==> src/rtl/load_store_unit_if.sv <==
`default_nettype none
// ============================================================================
// Module   : load_store_unit_if
// Purpose  : Core-side request/response and data-memory port bundle of the
//            load/store unit.
// Revision : 1.0 - initial release
// ============================================================================
interface load_store_unit_if;
  logic        core_valid;
  logic        core_we;
  logic [2:0]  core_funct3;
  logic [63:0] core_addr;
  logic [63:0] core_wdata;
  logic        core_stall;
  logic        core_done;
  logic        core_fault;
  logic [63:0] core_rdata;
  logic        dmem_req_valid;
  logic        dmem_req_ready;
  logic        dmem_we;
  logic [63:0] dmem_addr;
  logic [63:0] dmem_wdata;
  logic [7:0]  dmem_wmask;
  logic        dmem_resp_valid;
  logic [63:0] dmem_resp_data;

  // Environment view: the pipeline plus the data memory.
  modport master (
    output core_valid, core_we, core_funct3, core_addr, core_wdata,
    output dmem_req_ready, dmem_resp_valid, dmem_resp_data,
    input  core_stall, core_done, core_fault, core_rdata,
    input  dmem_req_valid, dmem_we, dmem_addr, dmem_wdata, dmem_wmask
  );

  // Load/store unit view.
  modport slave (
    input  core_valid, core_we, core_funct3, core_addr, core_wdata,
    input  dmem_req_ready, dmem_resp_valid, dmem_resp_data,
    output core_stall, core_done, core_fault, core_rdata,
    output dmem_req_valid, dmem_we, dmem_addr, dmem_wdata, dmem_wmask
  );
endinterface
`default_nettype wire

==> src/rtl/load_store_unit.sv <==
`default_nettype none
// ============================================================================
// Module   : load_store_unit
// Purpose  : RV64 memory-access stage: one load/store per request, lane
//            alignment of store data/mask and load extraction/extension.
// Revision : 1.0 - initial release
// ============================================================================
module load_store_unit (
  input wire clk,
  input wire rst,
  load_store_unit_if.slave bus
);

  typedef enum logic [1:0] {
    S_IDLE = 2'd0,
    S_REQ  = 2'd1,
    S_WAIT = 2'd2,
    S_DONE = 2'd3
  } state_t;

  localparam logic [2:0] c_F3_B  = 3'b000;
  localparam logic [2:0] c_F3_H  = 3'b001;
  localparam logic [2:0] c_F3_W  = 3'b010;
  localparam logic [2:0] c_F3_D  = 3'b011;
  localparam logic [2:0] c_F3_BU = 3'b100;
  localparam logic [2:0] c_F3_HU = 3'b101;
  localparam logic [2:0] c_F3_WU = 3'b110;

  state_t      r_state;
  logic        r_we;
  logic [2:0]  r_funct3;
  logic [63:0] r_addr;
  logic [63:0] r_wdata;
  logic [7:0]  r_wmask;
  logic        r_req_valid;
  logic        r_done;
  logic        r_fault;
  logic [63:0] r_rdata;

  logic        w_misaligned;
  logic        w_illegal;
  logic [7:0]  w_mask_base;
  logic [5:0]  w_wr_shamt;
  logic [63:0] w_lane_data;
  logic [63:0] w_load_data;

  // Width decode of the incoming request: alignment check and unshifted mask.
  always_comb begin
    w_misaligned = 1'b0;
    w_illegal    = 1'b0;
    w_mask_base  = 8'h00;
    case (bus.core_funct3)
      c_F3_B, c_F3_BU: begin
        w_mask_base = 8'h01;
      end
      c_F3_H, c_F3_HU: begin
        w_mask_base  = 8'h03;
        w_misaligned = bus.core_addr[0];
      end
      c_F3_W, c_F3_WU: begin
        w_mask_base  = 8'h0F;
        w_misaligned = (bus.core_addr[1:0] != 2'b00);
      end
      c_F3_D: begin
        w_mask_base  = 8'hFF;
        w_misaligned = (bus.core_addr[2:0] != 3'b000);
      end
      default: begin
        w_illegal = 1'b1;
      end
    endcase
  end

  assign w_wr_shamt  = {bus.core_addr[2:0], 3'b000};
  assign w_lane_data = bus.dmem_resp_data >> {r_addr[2:0], 3'b000};

  // Load extraction from the addressed byte lane, sign or zero extended.
  always_comb begin
    w_load_data = 64'd0;
    case (r_funct3)
      c_F3_B:  w_load_data = {{56{w_lane_data[7]}},  w_lane_data[7:0]};
      c_F3_H:  w_load_data = {{48{w_lane_data[15]}}, w_lane_data[15:0]};
      c_F3_W:  w_load_data = {{32{w_lane_data[31]}}, w_lane_data[31:0]};
      c_F3_D:  w_load_data = w_lane_data;
      c_F3_BU: w_load_data = {56'd0, w_lane_data[7:0]};
      c_F3_HU: w_load_data = {48'd0, w_lane_data[15:0]};
      c_F3_WU: w_load_data = {32'd0, w_lane_data[31:0]};
      default: w_load_data = 64'd0;
    endcase
  end

  always_ff @(posedge clk or posedge rst) begin
    if (rst) begin
      r_state     <= S_IDLE;
      r_we        <= 1'b0;
      r_funct3    <= 3'b000;
      r_addr      <= 64'd0;
      r_wdata     <= 64'd0;
      r_wmask     <= 8'h00;
      r_req_valid <= 1'b0;
      r_done      <= 1'b0;
      r_fault     <= 1'b0;
      r_rdata     <= 64'd0;
    end else begin
      case (r_state)
        S_IDLE: begin
          if (bus.core_valid) begin
            r_we     <= bus.core_we;
            r_funct3 <= bus.core_funct3;
            r_addr   <= bus.core_addr;
            r_wdata  <= bus.core_wdata << w_wr_shamt;
            r_wmask  <= w_mask_base << bus.core_addr[2:0];
            // Faulting accesses never reach memory.
            if (w_misaligned || w_illegal) begin
              r_state <= S_DONE;
              r_done  <= 1'b1;
              r_fault <= 1'b1;
              r_rdata <= 64'd0;
            end else begin
              r_state     <= S_REQ;
              r_req_valid <= 1'b1;
            end
          end
        end
        S_REQ: begin
          if (bus.dmem_req_ready) begin
            r_state     <= S_WAIT;
            r_req_valid <= 1'b0;
          end
        end
        S_WAIT: begin
          if (bus.dmem_resp_valid) begin
            r_state <= S_DONE;
            r_done  <= 1'b1;
            r_fault <= 1'b0;
            r_rdata <= r_we ? 64'd0 : w_load_data;
          end
        end
        S_DONE: begin
          r_state <= S_IDLE;
          r_done  <= 1'b0;
          r_fault <= 1'b0;
        end
        default: begin
          r_state <= S_IDLE;
        end
      endcase
    end
  end

  assign bus.core_stall     = bus.core_valid & (r_state != S_DONE);
  assign bus.core_done      = r_done;
  assign bus.core_fault     = r_fault;
  assign bus.core_rdata     = r_rdata;
  assign bus.dmem_req_valid = r_req_valid;
  assign bus.dmem_we        = r_we;
  assign bus.dmem_addr      = {r_addr[63:3], 3'b000};
  assign bus.dmem_wdata     = r_wdata;
  assign bus.dmem_wmask     = r_wmask;

endmodule
`default_nettype wire

==> src/flat_wrapper.sv <==
// flat-port wrapper written by rule: the top's interface ports become plain ports
module load_store_unit_flat 
  (clk, rst, bus_core_valid, bus_core_we, bus_core_funct3, bus_core_addr, bus_core_wdata, bus_dmem_req_ready, bus_dmem_resp_valid, bus_dmem_resp_data, bus_core_stall, bus_core_done, bus_core_fault, bus_core_rdata, bus_dmem_req_valid, bus_dmem_we, bus_dmem_addr, bus_dmem_wdata, bus_dmem_wmask);
  load_store_unit_if bus_i ();
  input wire clk;
  input wire rst;
  input wire logic [$bits(bus_i.core_valid)-1:0] bus_core_valid;
  input wire logic [$bits(bus_i.core_we)-1:0] bus_core_we;
  input wire logic [$bits(bus_i.core_funct3)-1:0] bus_core_funct3;
  input wire logic [$bits(bus_i.core_addr)-1:0] bus_core_addr;
  input wire logic [$bits(bus_i.core_wdata)-1:0] bus_core_wdata;
  input wire logic [$bits(bus_i.dmem_req_ready)-1:0] bus_dmem_req_ready;
  input wire logic [$bits(bus_i.dmem_resp_valid)-1:0] bus_dmem_resp_valid;
  input wire logic [$bits(bus_i.dmem_resp_data)-1:0] bus_dmem_resp_data;
  output wire logic [$bits(bus_i.core_stall)-1:0] bus_core_stall;
  output wire logic [$bits(bus_i.core_done)-1:0] bus_core_done;
  output wire logic [$bits(bus_i.core_fault)-1:0] bus_core_fault;
  output wire logic [$bits(bus_i.core_rdata)-1:0] bus_core_rdata;
  output wire logic [$bits(bus_i.dmem_req_valid)-1:0] bus_dmem_req_valid;
  output wire logic [$bits(bus_i.dmem_we)-1:0] bus_dmem_we;
  output wire logic [$bits(bus_i.dmem_addr)-1:0] bus_dmem_addr;
  output wire logic [$bits(bus_i.dmem_wdata)-1:0] bus_dmem_wdata;
  output wire logic [$bits(bus_i.dmem_wmask)-1:0] bus_dmem_wmask;
  assign bus_i.core_valid = bus_core_valid;
  assign bus_i.core_we = bus_core_we;
  assign bus_i.core_funct3 = bus_core_funct3;
  assign bus_i.core_addr = bus_core_addr;
  assign bus_i.core_wdata = bus_core_wdata;
  assign bus_i.dmem_req_ready = bus_dmem_req_ready;
  assign bus_i.dmem_resp_valid = bus_dmem_resp_valid;
  assign bus_i.dmem_resp_data = bus_dmem_resp_data;
  assign bus_core_stall = bus_i.core_stall;
  assign bus_core_done = bus_i.core_done;
  assign bus_core_fault = bus_i.core_fault;
  assign bus_core_rdata = bus_i.core_rdata;
  assign bus_dmem_req_valid = bus_i.dmem_req_valid;
  assign bus_dmem_we = bus_i.dmem_we;
  assign bus_dmem_addr = bus_i.dmem_addr;
  assign bus_dmem_wdata = bus_i.dmem_wdata;
  assign bus_dmem_wmask = bus_i.dmem_wmask;
  load_store_unit u_core (.clk(clk), .rst(rst), .bus(bus_i));
endmodule
==> config.mk <==
export PLATFORM = sky130hd
export DESIGN_NAME = load_store_unit_flat
export DESIGN_NICKNAME = d
export VERILOG_FILES = /design/src/rtl/load_store_unit_if.sv /design/src/rtl/load_store_unit.sv /design/src/flat_wrapper.sv
export SDC_FILE = /design/constraint.sdc
export NUM_CORES = 1
export LEC_CHECK = 0
export CELL_PAD_IN_SITES_DETAIL_PLACEMENT = 0
export CELL_PAD_IN_SITES_GLOBAL_PLACEMENT = 2
export CORE_MARGIN = 10
export CORE_UTILIZATION = 31
export CTS_CLUSTER_DIAMETER = 200
export DETAILED_ROUTE_END_ITERATION = 6
export PLACE_DENSITY = 0.85
export SYNTH_ARGS = -nofsm -noshare
export SYNTH_HDL_FRONTEND = slang
export SYNTH_SLANG_ARGS = --single-unit
==> constraint.sdc <==
create_clock -name clk -period 11.7 [get_ports clk]
set_input_delay 2.34 -clock clk [delete_from_list [all_inputs] [get_ports clk]]
set_output_delay 2.34 -clock clk [all_outputs]
set_load 0.05 [all_outputs]
==> flow_summary.json <==
{
  "status": "completed",
  "setup_viol": 0,
  "gr-total-overflow": 0,
  "rrSetupSlack_ns": 8.65,
  "gr-usage-all-layers": 0.1803,
  "synthCells": 1017,
  "drive_gt1_frac": 0.1650,
  "core_mm2": 0.03767,
  "synth_seq_cells": 209,
  "antenna_found_initial": 8,
  "synth_ff_type": "dfrtp_1",
  "drt_iter0_drc": 556,
  "via_per_inst": 5.197,
  "stdcell_count": 1844,
  "yosysSeqAreaShare": 0.4427,
  "dp_hpwl_mm": 32.49,
  "powerDensity_mw_per_mm2": 310.7,
  "path_class": "input port to output pin",
  "met2_usage": 0.2954,
  "dr.pass1.iters": 5,
  "grt_max_degree": 100,
  "cts_made_buffers": 26,
  "postCtsResizedCells": 0,
  "period_share": 0.5460,
  "cts_tree": "done",
  "cp.arrival_ns": 4.05,
  "fp-row-count": 71,
  "clk_path_buf_depth": 3,
  "start_util": 0.3137,
  "cp-end-kind": "output pin",
  "cts_setup_buffers": 0,
  "rsz0062_at_grt": "no",
  "die-width_um": 215.2,
  "fin_worst_skew_ns": 0.007891,
  "cts_root_buf": "clkbuf_16",
  "tightest_slew_ns": 1.203,
  "fp.dieH_um": 215.2,
  "synth_area_leaders": "dfrtp_1 44%, mux4_2 9.0%, mux2_2 8.8%",
  "grt_pass1_vias": 9924,
  "synth_enable_flop_cells": 0,
  "synth.avg_cell_area_um2": 11.62,
  "dp_cells": 1795,
  "route.detailed.wl_per_inst_um": 23.70,
  "clock_latency_ns": 0.54,
  "drc": 0,
  "max_freq_mhz": 156.5,
  "fillers": 3599,
  "use_met3": 0.05941,
  "vdd_ir_drop_max_uv": 133.5,
  "clk_pin_slew_ns": 0.05,
  "postCtsHoldBufs": 0,
  "grt_pass1_wl_mm": 65.46,
  "p_leak_nw": 7.067,
  "setup_tns_ns": 0,
  "ys_top_cells_by_count": "209 x dfrtp_1, 93 x mux2i_1, 92 x mux2_2",
  "synthArstFlopShare": 1.000,
  "max_cap_violations": 0,
  "start_kind": "input port",
  "synth.most_common_cell": "dfrtp_1",
  "vias": 9583,
  "grt_busiest_layer": "met2",
  "cts_htree_levels": 1,
  "worstHoldPathType": "register to register",
  "min_period_ns": 6.389,
  "synthDistinctLibCells": 55,
  "dieArea_mm2": 0.04632,
  "syn_area_mm2": 0.01182,
  "slew_viol_final": 0,
  "nets": 1517,
  "yosys_warnings": 0,
  "synth_area_leader_cell": "dfrtp_1",
  "routed_wl_mm": 43.71,
  "ioPinCount": 406,
  "critPathMaxFanout": 5,
  "relSlewSlack": 0.1949,
  "area_growth_pct": 40.20,
  "hold_viol": 0,
  "met1_usage": 0.2179,
  "synth_top_area_share": 0.4427,
  "routabilityCongestion": 0.8842,
  "clock_sinks": 209,
  "ant_nets": 0,
  "required_ns": 9.36,
  "io_buffer_count": 402
}
[worst max-delay path, stage by stage]
cell             delay [ns]
clkdlybuf4s50_1        0.64
nor2b_1                0.23
clkdlybuf4s50_1        0.84
[layer usage]
layer | wire length (µm) | share of wire | vias to the layer above
met3 | 3463 | 0.079 | 62
met1 | 17760 | 0.41 | 4857
li1 | - | - | 4350
met2 | 21110 | 0.48 | 310
met4 | 1347 | 0.031 | 4
met5 | 32 | 0.00073 | -
[stage by stage]
stage                     total power, mW  hold WS, ns  instance area, µm²    util  setup slack (ns)
after floorplan                     3.448       0.4820               11820       -             3.651
after global placement              4.341       0.4639               15700  0.4169             5.371
after detailed placement            4.365       0.4668               15700  0.4169             5.305
after CTS                           5.203       0.4799               16550  0.4394             5.301
after global routing                5.394       0.5072               16560  0.4397             5.269
final                               5.146       0.4767               16560  0.4398             5.311
[kinds of logic after synthesis]
family	count (synthesis)	synth area share
adders and majority gates	4	0.004236
muxes	232	0.2561
buffers and inverters	163	0.08091
other	1	0.0003174
and+or+nand+nor	184	0.07805
DFF	209	0.4427
AOI/OAI and AO/OA	224	0.1378
[placed cells by master (no fill, tap or decap), drive strengths merged, types with 14 or more instances in the layout]
cell type,synthesis,layout
clkdlybuf4s50,0,400
dfrtp,209,209
mux2i,93,93
mux2,92,92
nand2,76,76
o21ai,55,55
a22oi,49,49
mux4,47,47
nand3,41,41
a22o,35,35
nor2,32,32
clkbuf,33,32
o22ai,17,17
inv,14,14
buf,116,14
[power breakdown]
part / switching (mW) / internal [mW]
clock: 0.323 / 0.489
combinational: 1.99 / 1.10
sequential: 0.192 / 1.06
[registers in the layout, summed over array words and instances, names as in the netlist]
| signal | count |
|---|---|
| u_core.bus.core_rdata | 64 |
| u_core.bus.dmem_wdata | 64 |
| u_core.r_addr | 64 |
| u_core.bus.dmem_wmask | 8 |
| u_core.r_funct3 | 3 |
| u_core.r_state | 2 |
| u_core.bus.core_done | 1 |
| u_core.bus.core_fault | 1 |
| u_core.bus.dmem_req_valid | 1 |
| u_core.bus.dmem_we | 1 |
[worst paths after layout]
check                                          startpoint                        end  cells after the start
max in group asynchronous                             rst           u_core.r_addr[0]                      3
worst min-delay path            u_core.bus.dmem_wdata[50]  u_core.bus.dmem_wdata[50]                      2
worst max-delay path                       bus_core_valid             bus_core_stall                      3
worst min register to register  u_core.bus.dmem_wdata[50]  u_core.bus.dmem_wdata[50]                      2
min in group asynchronous                             rst   u_core.bus.core_rdata[8]                      2
worst max register to register          u_core.r_state[0]   u_core.bus.dmem_wmask[1]                      6
[area by class of cell]
| class | count | area (µm²) | share of cell area |
|---|---|---|---|
| tap | 511 | 639.4 | 0.03860 |
| clock inverter | 11 | 143.9 | 0.008686 |
| sequential | 209 | 5236 | 0.3161 |
| timing repair buffer | 414 | 4106 | 0.2479 |
| antenna | 6 | 15.01 | 0.0009064 |
| multi-input combinational | 647 | 5660 | 0.3417 |
| clock buffer | 32 | 703.2 | 0.04245 |
| inverter | 14 | 60.06 | 0.003626 |
No activity file was read; power rests on OpenSTA's default activity.
